<file path="config.mk">
export PLATFORM = sky130hd
export DESIGN_NAME = alu_flags_cond
export DESIGN_NICKNAME = d
export VERILOG_FILES = /design/src/rtl/alu_flags_cond_pkg.sv /design/src/rtl/alu_flags_cond_cond_match.sv /design/src/rtl/alu_flags_cond.sv
export SDC_FILE = /design/constraint.sdc
export NUM_CORES = 1
export LEC_CHECK = 0
export ABC_CLOCK_PERIOD_IN_PS = 1800
export CAP_MARGIN = 30
export CORE_AREA = 2 2 39 41
export CTS_BUF_LIST = sky130_fd_sc_hd__clkbuf_8 sky130_fd_sc_hd__clkbuf_16
export CTS_CLUSTER_DIAMETER = 50
export DETAILED_ROUTE_END_ITERATION = 12
export DIE_AREA = 0 0 41 43
export SKIP_CTS_REPAIR_TIMING = 1
export SYNTH_ARGS = -nofsm -noshare
export SYNTH_HDL_FRONTEND = slang
export SYNTH_SLANG_ARGS = --single-unit
</file>
<file path="constraint.sdc">
create_clock -name clk -period 1.8 [get_ports clk]
set_clock_uncertainty 0.05 [all_clocks]
set_input_delay 0.54 -clock clk [delete_from_list [all_inputs] [get_ports clk]]
set_output_delay 0.54 -clock clk [all_outputs]
set_load 0.1 [all_outputs]
</file>
<file path="src/rtl/alu_flags_cond_pkg.sv">
// rtl/alu_flags_cond_pkg.sv - shared encodings for the ALU flags / condition block
//
// Package alu_defs:
//   cin_sel encodings  : CIN_ZERO, CIN_ONE, CIN_CARRY, CIN_NCARRY
//   cond bit indices   : COND_Z, COND_LT, COND_GT
//   flags bit indices  : FLAG_C, FLAG_Z, FLAG_LT
package alu_defs;

    typedef enum logic [1:0] {
        CIN_ZERO   = 2'b00,
        CIN_ONE    = 2'b01,
        CIN_CARRY  = 2'b10,
        CIN_NCARRY = 2'b11
    } cin_sel_e;

    localparam int COND_Z  = 0;
    localparam int COND_LT = 1;
    localparam int COND_GT = 2;

    localparam int FLAG_C  = 0;
    localparam int FLAG_Z  = 1;
    localparam int FLAG_LT = 2;

    localparam int FLAGS_W = 3;

endpackage

</file>
<file path="src/rtl/alu_flags_cond_cond_match.sv">
// rtl/alu_flags_cond_cond_match.sv - combinational jump-condition match
//
// Ports:
//   lt   in   less-than flag of the evaluated flag set
//   z    in   zero flag of the evaluated flag set
//   cond in   condition mask (bit COND_Z / COND_LT / COND_GT)
//   hit  out  1 when any enabled condition is true
module cond_match
    import alu_defs::*;
#(
    parameter int COND_W = 3
) (
    input  logic              lt,
    input  logic              z,
    input  logic [COND_W-1:0] cond,
    output logic              hit
);

    logic gt;

    // Greater-than is "neither equal nor less".
    assign gt  = ~z & ~lt;
    assign hit = (cond[COND_Z] & z) | (cond[COND_LT] & lt) | (cond[COND_GT] & gt);

endmodule

</file>
<file path="src/rtl/alu_flags_cond.sv">
// rtl/alu_flags_cond.sv - ALU flags register, carry-in select and jump condition pulse
//
// Ports:
//   clk, reset_bar          clock, asynchronous active-low reset
//   alu_C, alu_Z, alu_LT    flags from the ALU
//   flags_load              capture ALU flags at this edge
//   cin_sel                 carry-in source (alu_defs::cin_sel_e)
//   cond, cond_eval         jump-condition mask and evaluate strobe
//   C_in                    combinational carry-in to the ALU
//   flags, flags_valid      latched {LT, Z, C}, loaded-since-reset
//   take_jump, eval_err     registered one-cycle result pulses
module alu_flags_cond
    import alu_defs::*;
#(
    parameter int   COND_W      = 3,
    parameter logic CARRY_RESET = 1'b0
) (
    input  logic              clk,
    input  logic              reset_bar,
    input  logic              alu_C,
    input  logic              alu_Z,
    input  logic              alu_LT,
    input  logic              flags_load,
    input  logic [1:0]        cin_sel,
    input  logic [COND_W-1:0] cond,
    input  logic              cond_eval,
    output logic              C_in,
    output logic [2:0]        flags,
    output logic              flags_valid,
    output logic              take_jump,
    output logic              eval_err
);

    typedef enum logic {
        ST_IDLE  = 1'b0,
        ST_PULSE = 1'b1
    } state_e;

    state_e state;

    logic [2:0] alu_flags;
    logic [2:0] eval_flags;
    logic       eval_valid;
    logic       hit;

    assign alu_flags = {alu_LT, alu_Z, alu_C};

    // A same-cycle load is bypassed into the evaluation so the condition
    // sees the flags of the instruction completing now, not stale ones.
    assign eval_flags = flags_load ? alu_flags : flags;
    assign eval_valid = flags_valid | flags_load;

    cond_match #(
        .COND_W(COND_W)
    ) u_cond_match (
        .lt  (eval_flags[FLAG_LT]),
        .z   (eval_flags[FLAG_Z]),
        .cond(cond),
        .hit (hit)
    );

    // Carry-in uses only the latched carry, so a load this cycle is seen
    // by the ALU on the next word (ADC/SBC chaining).
    always_comb begin
        C_in = 1'b0;
        case (cin_sel_e'(cin_sel))
            CIN_ZERO:   C_in = 1'b0;
            CIN_ONE:    C_in = 1'b1;
            CIN_CARRY:  C_in = flags[FLAG_C];
            CIN_NCARRY: C_in = ~flags[FLAG_C];
            default:    C_in = 1'b0;
        endcase
    end

    always_ff @(posedge clk or negedge reset_bar) begin
        if (!reset_bar) begin
            flags       <= {2'b00, CARRY_RESET};
            flags_valid <= 1'b0;
        end else if (flags_load) begin
            flags       <= alu_flags;
            flags_valid <= 1'b1;
        end
    end

    always_ff @(posedge clk or negedge reset_bar) begin
        if (!reset_bar) begin
            state     <= ST_IDLE;
            take_jump <= 1'b0;
            eval_err  <= 1'b0;
        end else begin
            case (state)
                ST_IDLE, ST_PULSE: begin
                    if (cond_eval) begin
                        state     <= ST_PULSE;
                        take_jump <= eval_valid & hit;
                        eval_err  <= ~eval_valid;
                    end else begin
                        state     <= ST_IDLE;
                        take_jump <= 1'b0;
                        eval_err  <= 1'b0;
                    end
                end
                default: begin
                    state     <= ST_IDLE;
                    take_jump <= 1'b0;
                    eval_err  <= 1'b0;
                end
            endcase
        end
    end

endmodule

</file>
==> results.py <==
metrics = {
    "outcome": {
        "run_status": "finished, final reports clean",
    },
    "cells_and_area": {
        "seq_area_um2": 154,
        "stdcell_count": 58,
        "final_cell_mix": "clkdlybuf4s50_1 (8), buf_12 (7), dfrtp_1 (5)",
        "diodes": 0,
        "utilization_pct": 44.0,
        "area_growth_syn_to_layout_pct": 152,
        "drive_gt1_share_pct": 45.2,
        "final_common_cell": "clkdlybuf4s50_1",
        "multiInputGateArea_um2": 110,
        "design_area_um2": 609,
        "fill_cells": 124,
        "final_nets": 55,
    },
    "critical_path": {
        "crit_buf_inv": 1,
        "crit_slowest_cell": "dfrtp_4",
        "path_cells": "nand2_4 > xnor2_4 > buf_12",
        "critPathMaxStageDelay_ns": 0.50,
        "critical_path.top_delay_family": "flip-flops",
        "critPathArrivalTime_ns": 1.13,
        "required_ns": 1.21,
        "critPathKind": "reg -> out",
        "worstSetupEndpointType": "primary output",
        "worst_setup_path_start_kind": "flop",
        "path_max_fanout": 3,
        "reg2reg_slack_ns": 0.49,
    },
    "grt": {
        "grt_overflow": 0,
        "antenna_found_initial": 0,
        "grt_use_total_pct": 6.69,
        "grt_first_pass_wirelength_um": 800,
        "grt_max_degree": 7,
        "grt_pass1_vias": 204,
    },
    "routing": {
        "ant_nets": 0,
        "totalWireLength_um": 523,
        "wl_per_cell_um": 9.02,
        "drt_iter0_drc": 1,
        "drcViolationCount": 0,
        "dr.pass1.iters": 4,
        "via_per_inst": 3.66,
        "via_count": 212,
    },
    "logic_synthesis": {
        "yosysTopAreaCell": "dfrtp_1",
        "synthCells": 18,
        "ys_top_cells_by_area": "dfrtp_1 (62%), mux2_2 (9.3%), mux2_4 (6.2%)",
        "synth_top_area_share_pct": 62.2,
        "ys_ff_latch": 6,
        "syn-num-nets": 30,
        "ys.warnings.count": 0,
        "seq_area_frac_synth_pct": 62.2,
        "synthDistinctLibCells": 11,
        "syn_area_per_cell_um2": 13.4,
        "syn-cell-area_um2": 241,
    },
    "placed_design": {
        "post-place-cells": 54,
        "place_ws_ns": -0.276,
        "place.gp.congestion": 0.600,
        "port_buffers": 18,
        "place_hpwl_um": 450,
        "dpl-instance-area_um2": 557,
    },
    "power_and_ir_drop": {
        "pwr-share-comb_pct": 36.0,
        "finalPower_uw": 558,
        "swShare_pct": 31.8,
        "power_leakage_nw": 0.303,
        "p_sw_uw": 177,
        "pwr-share-clk_pct": 35.9,
        "cellPowerDensity_mw_per_mm2": 915,
        "max-vdd-ir-drop_v": 0.000530,
        "p_seq_share_pct": 28.1,
        "internal-power_uw": 381,
    },
    "clock_network": {
        "cts-root-buf": "clkbuf_8",
        "clkTransAtPathRegs_ns": 0.04,
        "cts_tree": "yes",
        "cts.sinks": 6,
        "clock_path_buffers": 2,
        "cts-htree-levels": 1,
        "numCtsBuffers": 3,
        "clk_latency_ns": 0.22,
    },
    "timing": {
        "rsz0062_at_grt": "no",
        "max_freq_ghz": 0.580,
        "fin_crit_sh_pct": 95.7,
        "hold_ws_ns": 0.509,
        "slew_violations": 0,
        "fin_tns_setup_ns": 0,
        "hold_viol_final": 0,
        "tightest_slew_ns": 0.261,
        "setup_ws_ns": 0.0771,
        "setup-violations-final": 0,
        "period_minus_slack_ns": 1.72,
        "relSlewSlack_pct": 82.5,
    },
    "die": {
        "io_pins": 19,
        "num_rows": 14,
        "die-area_mm2": 0.00176,
        "die_w_um": 41,
        "fp.dieH_um": 43,
        "core-area_mm2": 0.00138,
        "initial_core_util_pct": 17.5,
    },
    "flow_run": {
        "maxCapViolCount": 0,
    },
    "worst_hold_path": {
        "hp-class": "in -> async",
    },
}
[registers in the layout, indices dropped and copies added, names as in the netlist]
register and flops:
flags 3, eval_err 1, flags_valid 1, take_jump 1
[worst reg2reg max path: stages, from the launching register on]
cell and delay [ns]:
dfrtp_1 0.40, mux2_4 0.30, a22o_1 0.23, o211a_1 0.21
[layer usage]
metal  up-vias  track usage [%]  wire length [µm]
met5         -                0                 0
li1        108                -                 -
met3         0             1.57                90
met2        18             7.19               185
met4         0             4.00                 0
met1        86             11.3               247
[final timing paths]
path	startpoint	end	depth (start not counted)
max reg2reg	flags[1]$_DFF_PN0_	take_jump$_DFF_PN0_	3
min reg2reg	flags_valid$_DFFE_PN0P_	flags_valid$_DFFE_PN0P_	1
max	flags[0]$_DFFE_PN0P_	C_in	3
max in group asynchronous	reset_bar	flags[0]$_DFFE_PN0P_	1
min in group clk	flags_valid$_DFFE_PN0P_	flags_valid$_DFFE_PN0P_	1
min	reset_bar	flags[1]$_DFF_PN0_	1
[cell families after synthesis]
kind of cell           synth area share, %
flip-flops                            62.2
AND/OR/NAND/NOR                       7.77
multiplexers                          15.5
AO/OA/AOI/OAI                         7.77
buffers and inverters                 3.11
XOR/XNOR                              3.63
[final cells by class]
class	count	share of cell area, %
inverter	2	1.23
multi-input combinational	10	18.1
tap	16	3.29
clock buffer	3	6.78
clock inverter	1	0.616
sequential	6	25.3
timing repair buffer	20	44.8
[power groups by stage]
stage / logic [mW] / registers, mW / clock network (mW)
after detailed placement: 0.203 / 0.159 / 0
final: 0.201 / 0.157 / 0.200
after global placement: 0.202 / 0.159 / 0
after CTS: 0.203 / 0.157 / 0.203
after floorplan: 0.0489 / 0.219 / 0
after global routing: 0.209 / 0.158 / 0.211
[synth_stat cells (all sizes together)]
library cell,count
nand2,1
or2,1
xnor2,1
nor3,1
o211a,1
nor2,1
inv,2
dfrtp,6
mux2,3
a22o,1
Note: power is estimated with default switching activity, not from simulation.
==> RTL edit 1: new RTL, same flow settings <==
Register the input `cond` before use. The logic sees it one clock later. The other inputs are not delayed to match.
--- a/src/rtl/alu_flags_cond.sv
+++ b/src/rtl/alu_flags_cond.sv
@@ -37,4 +37,10 @@
     } state_e;
 
+    logic [COND_W-1:0] cond_q;
+
+    always_ff @(posedge clk) begin
+        cond_q <= cond;
+    end
+
     state_e state;
 
@@ -56,5 +62,5 @@
         .lt  (eval_flags[FLAG_LT]),
         .z   (eval_flags[FLAG_Z]),
-        .cond(cond),
+        .cond(cond_q),
         .hit (hit)
     );
Formal check against the unedited RTL: not equivalent (a bounded check fails within 4 cycles, from zero or initial values and one cycle with reset_bar low).
==> RTL edit 1 against the unedited design <==
Synthesized area is 25% higher. Core utilization is 3.8 points higher. Sequential cell count is 3 higher. Total power is 15% higher. Worst setup slack worse by 5.4 ps. Design area is 8.6% higher. Routed wire length is 17% higher. Clock power is 7% higher.
==> RTL edit 1: results (changes against the unedited design) <==
\begin{tabular}{lr}
\hline
Metric & Value \\
\hline
\multicolumn{2}{l}{\textbf{Power}} \\
Cell internal power dissipation & 0.449 mW (+18\%) \\
Peak VDD IR & 0.000324 V (-39\%) \\
Sequential power & 0.228 mW (+45\%) \\
Reported leakage power & 0.324 nW (+6.8\%) \\
\multicolumn{2}{l}{\textbf{Final layout}} \\
\# fillers & 126 (+1.6\%) \\
Fin nets & 57 (+3.6\%) \\
Final cell utilization of the core & 47.8\% (+3.8 points) \\
Final non-filler cell total & 60 (+3.4\%) \\
Fraction of final layout cells with drive strength greater than 1 & 40.9\% (-4.3 points) \\
\multicolumn{2}{l}{\textbf{Synth}} \\
Fraction of the mapped netlist area in compound gates & 6.22\% (-1.5 points) \\
Sequential element share of the synthesized area & 69.7\% (+7.5 points) \\
Synthesized instance count & 21 (+3) \\
Number of nets in the synthesized netlist & 33 (+10\%) \\
Distinct cell type count after synthesis & 12 (+1) \\
Post-synthesis async set-or-reset flop share & 66.7\% (-33 points) \\
Share of cell area taken by muxes after synthesis & 12.4\% (-3.1 points) \\
Dominant cells by area after synthesis & dfrtp\_1 50\%, dfxtp\_1 20\%, mux2\_2 7.5\% \\
Xor/xnor share of the synthesized area & 2.90\% (-0.72 points) \\
\multicolumn{2}{l}{\textbf{Route}} \\
Wire length on met2 & 299 microns (+62\%) \\
Routed met3 length & 98 microns (+8.9\%) \\
Met1 routed wirelength after detailed routing & 215 microns (-13\%) \\
\multicolumn{2}{l}{\textbf{Placement}} \\
Post-placement setup slack & -287 ps (-11.5 ps) \\
Weighted congestion at the end of routability-driven global placement & 0.620 (+3.5\%) \\
Post-detailed-placement cell area & 609 sq um (+9.4\%) \\
Placed cells & 56 (+3.7\%) \\
\multicolumn{2}{l}{\textbf{Global route}} \\
Met2 Usage GRT & 13.8\% (+6.6 points) \\
M1 GR Usage & 7.97\% (-3.3 points) \\
Global-route wire length before repair & 966 microns (+21\%) \\
Number of global-route vias before repair & 255 (+25\%) \\
GRT met3 Usage & 4.19\% (+2.6 points) \\
\multicolumn{2}{l}{\textbf{Timing}} \\
Worst Tran Pin Value & 256 ps (-4.99 ps) \\
\multicolumn{2}{l}{\textbf{Outcome}} \\
Run status & complete, no violations \\
\hline
\end{tabular}
## RTL edit 1: area by class of cell
class | instances | share of cell area [%]
clock buffer | 3 | 6.24
clock inverter | 1 | 0.567
inverter | 2 | 1.13
multi-input combinational | 10 | 16.6
sequential | 9 | 32.3
tap | 16 | 3.02
timing repair buffer | 19 | 40.1
## RTL edit 1: worst paths after layout
kind,start,to,slack (ps),depth (start not counted)
hold / removal,reset_bar,flags[2]$_DFF_PN0_,500,1
setup / recovery,flags[0]$_DFFE_PN0P_,C_in,70,3
setup reg to reg,flags[2]$_DFF_PN0_,take_jump$_DFF_PN0_,500,3
max in group asynchronous,reset_bar,flags[0]$_DFFE_PN0P_,970,1
min in group clk,flags_valid$_DFFE_PN0P_,flags_valid$_DFFE_PN0P_,510,1
hold reg to reg,flags_valid$_DFFE_PN0P_,flags_valid$_DFFE_PN0P_,510,1
==> RTL edit 2: new RTL, config.mk and constraints unchanged <==
Made on the original files. Change the parameter `CARRY_RESET` from 1'b0 to 1'b1.
--- a/src/rtl/alu_flags_cond.sv
+++ b/src/rtl/alu_flags_cond.sv
@@ -14,5 +14,5 @@
 #(
     parameter int   COND_W      = 3,
-    parameter logic CARRY_RESET = 1'b0
+    parameter logic CARRY_RESET = 1'b1
 ) (
     input  logic              clk,
Formal check against the unedited RTL: not equivalent (a bounded check fails within 4 cycles, from zero or initial values and one cycle with reset_bar low).
==> RTL edit 2 against the unedited design <==
The run now ends with setup timing left. Critical path depth unchanged. Worst setup slack got worse by 120 ps. Combinational power rose by 4%. Synthesized area grew 0.52%. Via count grew 7.1%. Sequential cell count did not move. Count of clock-buffer cells in the layout unchanged. Design area rose by 2.7%. Total power is 2.7% higher. Non-clock buffer count rose by 2. Routed wire length up 10%.
==> RTL edit 2: results (changes against the unedited design) <==
\begin{tabular}{lr}
\hline
Metric & Value \\
\hline
\multicolumn{2}{l}{\textbf{Synth}} \\
Most instantiated cells after synthesis & 5 x dfrtp\_1, 2 x inv\_1, 2 x mux2\_2 \\
Dominant cells by area after synthesis & dfrtp\_1 52\%, dfstp\_2 11\%, mux2\_2 9.3\% \\
Sequential element share of the synthesized area & 62.4\% (+0.19 points) \\
Distinct cell type count after synthesis & 12 (+1) \\
Share of cell area taken by muxes after synthesis & 15.5\% (-0.080 points) \\
Xor/xnor share of the synthesized area & 3.61\% (-0.019 points) \\
Fraction of the mapped netlist area in compound gates & 7.73\% (-0.040 points) \\
\multicolumn{2}{l}{\textbf{Outcome}} \\
Violations in the final reports & setup timing \\
Run status & finished, violations left \\
\multicolumn{2}{l}{\textbf{Global route}} \\
Global-route wire length before repair & 917 microns (+15\%) \\
Number of global-route vias before repair & 227 (+11\%) \\
Total routing usage reported by global routing & 8.51\% (+1.8 points) \\
\multicolumn{2}{l}{\textbf{Placement}} \\
Estimated wirelength of the detail-placed design & 458 microns (+1.8\%) \\
Post-detailed-placement cell area & 566 sq um (+1.6\%) \\
\multicolumn{2}{l}{\textbf{Route}} \\
Number of DRC markers in iteration 0 & 0 (-1) \\
Detailed-route wire length per cell & 9.60 microns (+6.5\%) \\
\multicolumn{2}{l}{\textbf{Setup path}} \\
Crit-path slowest cell & dfstp\_4 \\
Setup slack, reg-to-reg & 510 ps (+20 ps) \\
Start point of the critical path & flags[0]\$\_DFFE\_PN1P\_ \\
Data arrival time of the worst path & 1250 ps (+120 ps) \\
\multicolumn{2}{l}{\textbf{Final layout}} \\
Fraction of final layout cells with drive strength greater than 1 & 47.7\% (+2.5 points) \\
\# fillers & 130 (+4.8\%) \\
Fin nets & 57 (+3.6\%) \\
\multicolumn{2}{l}{\textbf{Timing}} \\
Worst Tran Pin Value & 269 ps (+8.24 ps) \\
Worst setup slack after layout & -39.7 ps (-117 ps) \\
Number of setup violations in the final report & 1 (+1) \\
Smallest hold slack & 506 ps (-3.06 ps) \\
\multicolumn{2}{l}{\textbf{Power}} \\
Cell internal power dissipation & 0.388 mW (+1.9\%) \\
Peak VDD IR & 0.000587 V (+11\%) \\
Reported leakage power & 0.313 nW (+3.3\%) \\
Pwr Total & 0.572 mW (+2.7\%) \\
Share of power burned in combinational logic & 36.5\% (+0.5 points) \\
\multicolumn{2}{l}{\textbf{CTS}} \\
Number of clock buffers inserted by TritonCTS & 3 (unchanged) \\
\hline
\end{tabular}
[RTL edit 2: per-stage QoR]
step / cells / TNS [ps] / worst slack (ps)
3_5_place_dp: 55 / -501 / -277
2_1_floorplan: 18 / -286 / -286
6_report: 60 / -39.7 / -39.7
3_3_place_gp: 55 / -486 / -265
4_1_cts: 59 / -280 / -280
5_1_grt: 60 / -77.1 / -77.1
[RTL edit 2: per-layer routing]
metal	vias up	share of wire (%)	GRT usage, %
li1	111	-	-
met1	95	44	10.9
met2	19	36	8.75
met3	2	18	4.19
met4	0	1.2	10.0
met5	-	0	0
[RTL edit 2: area by class of cell]
class | count | area share [%]
timing repair buffer | 22 | 46.0
clock inverter | 1 | 0.600
multi-input combinational | 10 | 17.6
sequential | 6 | 24.8
clock buffer | 3 | 6.60
inverter | 2 | 1.20
tap | 16 | 3.20
